### config.mk
export PLATFORM = sky130hd
export DESIGN_NAME = jtag_bridge_arbiter
export DESIGN_NICKNAME = d
export VERILOG_FILES = /design/src/rtl/jtag_bridge_arbiter_pkg.sv /design/src/rtl/jtag_bridge_arbiter.sv
export SDC_FILE = /design/constraint.sdc
export NUM_CORES = 1
export LEC_CHECK = 0
export CAP_MARGIN = 10
export CORE_MARGIN = 3
export CORE_UTILIZATION = 21
export CTS_CLUSTER_DIAMETER = 40
export DETAILED_ROUTE_END_ITERATION = 8
export GPL_TIMING_DRIVEN = 0
export PLACE_DENSITY = 0.76
export SLEW_MARGIN = 5
export SYNTH_ARGS = -nofsm -noshare
export SYNTH_HDL_FRONTEND = slang
export SYNTH_SLANG_ARGS = --single-unit
### constraint.sdc
create_clock -name clk -period 1.5 [get_ports clk]
set_input_delay 0.45 -clock clk [delete_from_list [all_inputs] [get_ports clk]]
set_output_delay 0.45 -clock clk [all_outputs]
set_load 0.02 [all_outputs]
### src/rtl/jtag_bridge_arbiter_pkg.sv
// Shared debug-bridge constants: arbiter command opcodes, the reserved opcode
// range and the arbiter status-word layout.
package jtag_bridge_arbiter_pkg;

  localparam logic [7:0] CMD_SELECT  = 8'hFC;
  localparam logic [7:0] CMD_ARBSTAT = 8'hFB;

  // Client command sets must stay clear of F8..FD; FE/FF remain client REPORT/RESET.
  localparam logic [7:0] CMD_RSV_LO  = 8'hF8;
  localparam logic [7:0] CMD_RSV_HI  = 8'hFD;

  localparam int ST_TAG_LSB     = 24;
  localparam int ST_CLIENTS_LSB = 16;
  localparam int ST_SEL_LSB     = 8;
  localparam int ST_ERR_BIT     = 0;

  typedef enum logic {
    ST_FWD   = 1'b0,
    ST_REPLY = 1'b1
  } arb_state_t;

  function automatic logic [31:0] status_word(input logic [7:0] clients,
                                              input logic [7:0] sel,
                                              input logic       err);
    logic [31:0] w;
    w = '0;
    w[ST_TAG_LSB +: 8]     = CMD_ARBSTAT;
    w[ST_CLIENTS_LSB +: 8] = clients;
    w[ST_SEL_LSB +: 8]     = sel;
    w[ST_ERR_BIT]          = err;
    return w;
  endfunction

endpackage

### src/rtl/jtag_bridge_arbiter.sv
// Shares one debug bridge req/wr/ack/d/q port between CLIENTS debug clients.
// Host words FC (select) and FB (status) are swallowed; everything else is forwarded.
module jtag_bridge_arbiter
  import jtag_bridge_arbiter_pkg::*;
#(
  parameter  int CLIENTS = 2,
  localparam int SELBITS = (CLIENTS > 1) ? $clog2(CLIENTS) : 1
) (
  input  logic                  clk,
  input  logic                  reset,
  output logic                  br_req,
  output logic                  br_wr,
  output logic [31:0]           br_d,
  input  logic [31:0]           br_q,
  input  logic                  br_ack,
  input  logic [CLIENTS-1:0]    cl_req,
  input  logic [CLIENTS-1:0]    cl_wr,
  input  logic [32*CLIENTS-1:0] cl_d,
  output logic [31:0]           cl_q,
  output logic [CLIENTS-1:0]    cl_ack
);

  // Handshake: a word moves only in the cycle br_ack=1; in that same cycle the
  // selected client sees cl_ack=1 (combinational), and br_q is valid for host->core words.

  arb_state_t         state, state_nx;
  logic [SELBITS-1:0] sel;
  logic               err;
  logic [31:0]        status;

  logic               fwd_req, fwd_wr;
  logic [31:0]        fwd_d;
  logic               host_ack, is_select, is_arbstat, swallow, sel_ok;

  always_comb begin
    fwd_req = 1'b0;
    fwd_wr  = 1'b0;
    fwd_d   = '0;
    for (int i = 0; i < CLIENTS; i++) begin
      if (sel == SELBITS'(i)) begin
        fwd_req = cl_req[i];
        fwd_wr  = cl_wr[i];
        fwd_d   = cl_d[32*i +: 32];
      end
    end
  end

  // Only host->core words seen in FWD are decoded; acks during reset are dropped.
  assign host_ack   = br_ack && !reset;
  assign is_select  = host_ack && (state == ST_FWD) && !fwd_wr && (br_q[31:24] == CMD_SELECT);
  assign is_arbstat = host_ack && (state == ST_FWD) && !fwd_wr && (br_q[31:24] == CMD_ARBSTAT);
  assign swallow    = is_select || is_arbstat;
  assign sel_ok     = ({1'b0, br_q[7:0]} < 9'(CLIENTS));

  always_ff @(posedge clk) begin
    if (reset) state <= ST_FWD;
    else       state <= state_nx;
  end

  always_comb begin
    state_nx = state;
    case (state)
      ST_FWD:   if (is_arbstat) state_nx = ST_REPLY;
      ST_REPLY: if (host_ack)   state_nx = ST_FWD;
      default:  state_nx = ST_FWD;
    endcase
  end

  always_ff @(posedge clk) begin
    if (reset) begin
      sel    <= '0;
      err    <= 1'b0;
      status <= '0;
    end else begin
      if (is_select) begin
        if (sel_ok) begin
          sel <= br_q[SELBITS-1:0];
          err <= 1'b0;
        end else begin
          err <= 1'b1;
        end
      end
      if (is_arbstat) status <= status_word(8'(CLIENTS), 8'(sel), err);
    end
  end

  always_comb begin
    br_req = 1'b0;
    br_wr  = 1'b0;
    br_d   = '0;
    cl_ack = '0;
    case (state)
      ST_FWD: begin
        br_req = fwd_req;
        br_wr  = fwd_wr;
        br_d   = fwd_d;
        for (int i = 0; i < CLIENTS; i++)
          cl_ack[i] = host_ack && !swallow && (sel == SELBITS'(i));
      end
      ST_REPLY: begin
        br_req = 1'b1;
        br_wr  = 1'b1;
        br_d   = status;
      end
      default: ;
    endcase
  end

  assign cl_q = br_q;

endmodule

# Yosys cells after proc, flatten, opt, wreduce, memory -nomap -nowiden
# Cells that the tools add are included.
[classes] muxes=11 eq_ne=2 n_reduce_logical=13 bitwise=2 order_cmp=1
[ops] op="$pmux W32 S2" count=1
[ops] op="$mux W32" count=1
[ops] op="$eq A8 B8 Y1 const B" count=2
[ops] op="$logic_and A1 B1 Y1" count=8
[ops] op="$lt A8 B2 Y1 const B" count=1
[ops] op="$pmux W1 S2" count=3
[ops] op="$mux W1" count=5
[ops] op="$logic_not A1 Y1" count=3
[ops] op="$mux W2" count=1
[ops] op="$not A1 Y1" count=2
[ops] op="$reduce_and A2 Y1" count=1
[ops] op="$logic_or A1 B1 Y1" count=1
[totals] word_cells=33 reg_bits=6 output_inout_bits=68 inputBits=103

# Longest topological paths before layout
# Gate-level depths: netlist (run 1).
[depth] ltp_word=10 depth_mapped=5 ltp_nobuf=4

# Least setup slack after synthesis (run 1)
# OpenSTA, ideal clock, no wires.
[synth_timing] kind="register -> output" start="register sel" end="output port br_d[0]" slack_ns=-0.118 path_buffers=2 path_stages_with_launch=5 arrival_ns=1.168 cell_sequence="dfxtp_1 -> buf_6 -> buf_4 -> mux2i_1 -> o21ai_0"
[synth_via] elab_chain_cells=2
[synth_lines] item="start, declared" line="jtag_bridge_arbiter.sv:27" rtl="logic [SELBITS-1:0] sel;"
[synth_lines] item="start signal, assigned" line="jtag_bridge_arbiter.sv:77" rtl="sel <= br_q[SELBITS-1:0];"
[synth_lines] item="$mux W32" line="jtag_bridge_arbiter.sv:40" rtl="if (sel == SELBITS'(i)) begin"
[synth_lines] item="$pmux W32 S2" line="jtag_bridge_arbiter.sv:92" rtl="case (state)"
[synth_lines] item="end, declared" line="jtag_bridge_arbiter.sv:13" rtl="output logic [31:0] br_d,"
# No other way between the ends.

# Worst setup path in the final report (run 1)
[layout_timing] start="register sel" end="output port cl_ack[0]"
[layout_via] elab_chain_cells=9
[layout_lines] item="$mux W1" line="jtag_bridge_arbiter.sv:40"
[layout_lines] item="$logic_not A1 Y1" line="jtag_bridge_arbiter.sv:50, jtag_bridge_arbiter.sv:51"
[layout_lines] item="$logic_and A1 B1 Y1" line="jtag_bridge_arbiter.sv:50, jtag_bridge_arbiter.sv:51"
[layout_lines] item="$logic_and A1 B1 Y1, on equally long branches" line="jtag_bridge_arbiter.sv:50, jtag_bridge_arbiter.sv:51"
[layout_lines] item="$logic_or A1 B1 Y1" line="jtag_bridge_arbiter.sv:52" rtl="assign swallow = is_select || is_arbstat;"
[layout_lines] item="$logic_not A1 Y1" line="jtag_bridge_arbiter.sv:98" rtl="cl_ack[i] = host_ack && !swallow && (sel == SELBITS'(i));"
[layout_lines] item="$logic_and A1 B1 Y1" line="jtag_bridge_arbiter.sv:98"
[layout_lines] item="$logic_and A1 B1 Y1 *" line="jtag_bridge_arbiter.sv:98"
[layout_lines] item="$mux W2 *" line="jtag_bridge_arbiter.sv:92"
[layout_lines] item="end, declared" line="jtag_bridge_arbiter.sv:20" rtl="output logic [CLIENTS-1:0] cl_ack"
# Every way passes the cells marked *; elsewhere a longest branch is shown, timed or not.

==> impl_metrics.ini, run 1 <==
[clock_tree]
tritoncts = yes
clock_latency_ps = 220
cts.sink_count = 6
cts_hold_buf = 0
clk_path_buf_depth = 2
htree_levels = 1
cts_buffers = 3
clk_pin_slew_ps = 40
cts-root-buf = clkbuf_8

[timing]
hold_viol_final = 0
finalSetupViolations = 36
fin_crit_sh_pct = 124
grt_setup_unrepaired = yes
max_clock_freq_ghz = 0.536
worstMarginPinSlew_ps = 247
timing.hold.ws_ps = 480
relSlewSlack_pct = 83.4
finalClockSkew_ps = 1.16
slew_viol_final = 0
setup_ws_ps = -365
fin_crit_ps = 1860

[run_status]
violations = negative setup slack
status = finished, violations left

[die]
start_util_pct = 22.0
num_rows = 26
die_y_um = 79.6
die_width_um = 79.6
io_pins = 171
core_area_mm2 = 0.00517
dieArea_mm2 = 0.00633

[worst_hold_path]
worstHoldStart = err$_SDFFE_PP0P_
whs_path_depth = 2
whs_endpoint = status[0]$_SDFFE_PP0P_
hold_class = reg2reg

[route]
drt_iter0_markers = 18
wl_per_cell_um = 14.0
viasPerCell = 4.21
vias = 1679
postRouteAntennaNets = 0
routed_wl_um = 5570
drtPass1Iterations = 4
drc_errors = 0

[synthesis]
synth_top_area_share_pct = 23.8
synthArstFlopShare_pct = 0
synth_cell_type_count = 29
synthFlopType = dfxtp_1
synth_nets = 260
ys_warn_count = 0
ys_ff_latch = 6
syn_avg_cell_area_um2 = 7.24
synth_area_leaders = mux2i_1 24%, buf_4 23%, nor2_1 12%
synth_edf_count = 0
yosysSeqAreaShare_pct = 10.6
synth.largest_area_cell = mux2i_1
synth_cells = 157
synth_common_cells = 35 x buf_4, 35 x nor2_1, 27 x mux2i_1
synth_area_mm2 = 0.00114

[setup_path]
r2r_slack_ps = 130
timing.rr.start = sel$_SDFFE_PP0P_
crit_path_start_kind = register
crit_arrival_ps = 1410
required_ps = 1050
cp_max_fo = 4
worstSetupPathType = reg2out
setup.worst_path.end_class = primary output
regToRegEndpoint = sel$_SDFFE_PP0P_
r2r_cells = 6

[cells_and_area]
nFillCells = 475
stdcell_area_mm2 = 0.00319
final_nets = 434
drive_gt1_share_pct = 53.5
synthToLayoutAreaGrowth_pct = 181
fin_cells = 399
post-route-util_pct = 61.7
diodes = 0

[place]
hpwl_um = 4470
place.gp.congestion = 0.712
dpl.cell_count = 381
port_buffers = 154
place_area_mm2 = 0.00291

[global_routing]
grt_util_all_layers_pct = 14.8
grt_max_degree = 11
grt_pass1_wl_um = 7610
grt_pass1_vias = 1629
antenna_found_initial = 0
grt_overflow = 0

[run]
maxCapViolCount = 0

[power_and_ir_drop]
ir_drop_v = 0.000243
leakage_nw = 1.42
power_density_mw_per_mm2 = 341
sequential cells by signal, indices dropped and copies added (netlist names):
register	cells
sel	1
err	1
status	3
state	1
final cells by class:
type,instances,area [µm²],area share (%)
buffer,42,383,12.0
clock buffer,3,41.3,1.29
inverter,1,3.75,0.118
multi-input combinational,108,982,30.8
sequential,6,121,3.80
tap,70,87.6,2.75
timing repair buffer,169,1570,49.3
worst max-delay path by stage:
stage                      to  slack [ps]             start  depth (start not counted)
CTS                 cl_ack[1]        -380  sel$_SDFFE_PP0P_                          6
global placement    cl_ack[0]       -1230             reset                          6
floorplan             br_d[0]         -60  state$_SDFF_PP0_                          4
detailed placement  cl_ack[0]       -1250             reset                          6
finish              cl_ack[0]        -360  sel$_SDFFE_PP0P_                          6
global route        cl_ack[1]        -460  sel$_SDFFE_PP0P_                          6
layer usage:
metal	GRT usage, %	up-vias	part of all wire (%)
li1	-	846	-
met1	17.6	753	38
met2	27.9	72	55
met3	2.93	8	5.7
met4	1.89	0	0.97
met5	0	-	0
power by group:
group,switching (W),internal (W),leakage (nW)
clock network,0.0000677,0.000172,0.0216
registers,0.0000000334,0.000161,0.0488
logic,0.000282,0.000405,1.35
total,0.000349,0.000738,1.42
worst max-delay path: stages, from the launching register on:
cell and delay, ps:
dfxtp_2 310, buf_6 120, mux2i_4 240, nand4_1 160
o21ai_2 190, nor2_2 50, buf_6 130
per-stage QoR:
stage | TNS (ps) | total power, W | setup slack, ps
floorplan | -316 | 0.000442 | -59.3
global placement | -37580 | 0.000861 | -1230
detailed placement | -38430 | 0.000871 | -1250
CTS | -10750 | 0.00107 | -377
global route | -13200 | 0.00114 | -460
finish | -10870 | 0.00109 | -365
cells by family (layout without fill, tap and decap cells):
group / after synthesis / in the layout / share of synthesized area (%)
flip-flops: 6 / 6 / 10.6
buffers and inverters: 43 / 215 / 26.7
AO/OA/AOI/OAI: 17 / 17 / 10.0
AND/OR/NAND/NOR: 64 / 64 / 29.0
multiplexers: 27 / 27 / 23.8
placed cells by master, fill, tap and decap left out, types with 5 or more instances in the layout:
cell type,instances
and2b_1,5
buf_6,32
mux2i_1,14
buf_4,51
nor2_2,31
clkbuf_8,5
dfxtp_1,5
clkdlybuf4s50_1,54
buf_2,18
mux2i_2,8
dlygate4sd2_1,46
mux2i_4,5
a211oi_2,6
repair_timing:
| item | 4_1_cts | 5_1_grt |
|---|---|---|
| setup endpoints to repair | 74 | 37 |
| cloned | 0 | 2 |
| buffers inserted | 11 | 2 |
| pin swaps | 21 | 0 |
| gates resized for setup | 341 | 31 |
Power figures use the tool's default switching activity.
==> run 2, diff against run 1 <==
--- a/config.mk
+++ b/config.mk
@@ -5,9 +5,10 @@
 export SDC_FILE = /design/constraint.sdc
 export NUM_CORES = 1
 export LEC_CHECK = 0
+export ABC_AREA = 1
 export CAP_MARGIN = 10
 export CORE_MARGIN = 3
-export CORE_UTILIZATION = 21
+export CORE_UTILIZATION = 19
 export CTS_CLUSTER_DIAMETER = 40
 export DETAILED_ROUTE_END_ITERATION = 8
 export GPL_TIMING_DRIVEN = 0
==> run 2 against run 1 <==
Effect of this change:
- the flow still finishes with violations (negative setup slack)
- global-route usage is 2.3 points higher
- first-iteration DRC count increased by 17%
- sequential cell count unchanged
- total power up 0.22%
- routed wire length increased by 0.11%
- clock power about the same
- largest power group unchanged
- largest cell class unchanged
- highest routed layer unchanged
- synthesized area fell by 14%
==> impl_metrics.ini, run 2 <==
[run_status]
status = finished, violations left
violations = negative setup slack

[route]
drc_errors = 0
postRouteAntennaNets = 0
routed_wl_um = 5580
drtPass1Iterations = 4
drt_iter0_markers = 21
wl_per_cell_um = 13.5
viasPerCell = 4.27
vias = 1761

[cells_and_area]
post-route-util_pct = 66.1
drive_gt1_share_pct = 53.0
largest_register_ff_count = 3
final_nets = 450
synthToLayoutAreaGrowth_pct = 229
regMostFlops = status
fin_cells = 412
diodes = 0
stdcell_area_mm2 = 0.00320
layout_commonest_cell = clkdlybuf4s50_1
layout_common_cells = 59 x clkdlybuf4s50_1, 57 x buf_4, 53 x buf_6
nFillCells = 441

[synthesis]
syn_avg_cell_area_um2 = 6.25
synth_common_cells = 39 x nand2_1, 32 x buf_4, 22 x a22o_1
synth_area_um2 = 975
synth.most_common_cell = nand2_1
synth-simple-area-share_pct = 30.6
synthFlopType = dfxtp_1
ys_ff_latch = 6
synth_area_leaders = buf_4 25%, a22o_1 20%, nand2_1 15%
synth_compound_area_share_pct = 24.8
synthAdderAreaFrac_pct = 0
synth_top_area_share_pct = 24.6
muxShareOfSynthArea_pct = 0
synth_cell_type_count = 16
synth.largest_area_cell = buf_4
ys_warn_count = 0
synth_edf_count = 0
synth_nets = 259
synth-xor-area-share_pct = 0
synthArstFlopShare_pct = 0
synth_cells = 156
yosysSeqAreaShare_pct = 12.3
synth_top_family_by_area = buffers and inverters

[clock_tree]
cts-root-buf = clkbuf_8
tritoncts = yes
cts_hold_buf = 0
cts.sink_count = 6
htree_levels = 1
clock_latency_ps = 220
clk_path_buf_depth = 2
cts_buffers = 3
clk_pin_slew_ps = 40

[global_routing]
grt_pass1_vias = 1809
grt_overflow = 0
antenna_found_initial = 0
grt_util_all_layers_pct = 17.2
grt_pass1_wl_um = 8510
grt_max_degree = 11

[timing]
finalSetupViolations = 38
hold_viol_final = 0
finalClockSkew_ps = 0.922
fin_crit_ps = 1790
grt_setup_unrepaired = yes
worstMarginPinSlew_ps = 231
slew_viol_final = 0
relSlewSlack_pct = 84.5
fin_setup_tns_ps = -9130
fin_crit_sh_pct = 119
max_clock_freq_ghz = 0.560
setup_ws_ps = -287

[worst_hold_path]
whs_path_depth = 2
hold_class = reg2reg
worstHoldStart = err$_SDFFE_PP0P_
whs_endpoint = status[0]$_SDFFE_PP0P_

[die]
io_pins = 171
die_width_um = 77.6
die_y_um = 77.6
dieArea_mm2 = 0.00603
start_util_pct = 20.1
core_area_mm2 = 0.00485
num_rows = 25

[setup_path]
r2r_slack_ps = 170
r2r_cells = 10
cp_max_fo = 8
cpMaxStageDelayCell = dfxtp_4
crit_chain = buf_12 -> nand2_8 -> clkinv_8 -> buf_6 -> a22o_1 -> buf_6
crit_arrival_ps = 1340
cpPeakStageDelay_ps = 360
setup.worst_path.end_class = primary output
crit_path_start_kind = register
worstSetupPathType = reg2out
regToRegEndpoint = sel$_SDFFE_PP0P_
timing.rr.start = sel$_SDFFE_PP0P_
crit_top_cell = buf_6
required_ps = 1050

[run]
maxCapViolCount = 0

[power_and_ir_drop]
ir_drop_v = 0.000319
comb_power_share_pct = 63.5
power_density_mw_per_mm2 = 340
power.internal_w = 0.000749
p_switching_w = 0.000341
leakage_nw = 1.61
seq_power_share_pct = 14.4
design_power_total_w = 0.00109
switching_share_pct = 31.3
p_clk_share_pct = 22.0

[place]
hpwl_um = 4050
place.gp.congestion = 0.737
port_buffers = 154
dpl.cell_count = 377
place_area_mm2 = 0.00263
-- run 2: cell count changes after synthesis, sizes merged, moves of 8 or more --
cell	change
nand2	+37
mux2i	-27
a22o	+22
nor2	-20
nand3	+12
inv	+11
a211oi	-8
-- run 2: power groups by stage --
| stage | sequential (W) | combinational, W | clock, W |
|---|---|---|---|
| after floorplan | 0.000163 | 0.000263 | 0 |
| after global placement | 0.000163 | 0.000681 | 0 |
| after detailed placement | 0.000163 | 0.000687 | 0 |
| after CTS | 0.000157 | 0.000685 | 0.000245 |
| after global routing | 0.000157 | 0.000732 | 0.000256 |
| final | 0.000157 | 0.000692 | 0.000240 |
-- run 2: metrics by stage --
step           worst slack [ps]  hold slack [ps]
6_report                   -287              480
5_1_grt                    -332              481
4_1_cts                    -272              461
3_5_place_dp              -1240              448
3_3_place_gp              -1230              441
2_1_floorplan             -11.6              424
-- run 2: critical path, delay by kind of cell, from the launching register on --
kind,cells,cell delay (ps)
DFF,1,360
and+or+nand+nor,1,70
buffers and inverters,4,480
AOI/OAI and AO/OA,1,200
-- run 2: logic make-up after synthesis --
group | Yosys count
flip-flops | 6
buffers and inverters | 50
AND/OR/NAND/NOR | 70
AO/OA/AOI/OAI | 30
-- run 2: what timing repair did --
item / in CTS / in global routing
gates cloned: 5 / 0
setup buffers: 26 / 5
pin swaps: 32 / 18
resized for setup: 417 / 22
endpoints found under the setup margin: 72 / 43
-- run 2: metal layers --
metal	wire length, µm	track usage, %
met1	1910	17.0
met2	3140	35.7
met3	494	3.83
met4	38	2.67
met5	0	0
-- run 2: worst max-delay path by stage --
stage	start	to
2_1_floorplan	reset	cl_ack[0]
3_3_place_gp	reset	cl_ack[1]
3_5_place_dp	reset	cl_ack[1]
4_1_cts	sel$_SDFFE_PP0P_	cl_ack[0]
5_1_grt	cl_wr[1]	cl_ack[0]
6_report	sel$_SDFFE_PP0P_	br_d[5]
-- run 2: area by class of cell --
type	count	area (µm²)	share of cell area, %
Clock buffer	3	41.3	1.29
Inverter	12	62.6	1.95
Tap cell	67	83.8	2.62
Multi-Input combinational cell	100	776	24.2
Sequential cell	6	128	3.98
Timing Repair Buffer	186	1800	56.2
Buffer	38	312	9.73
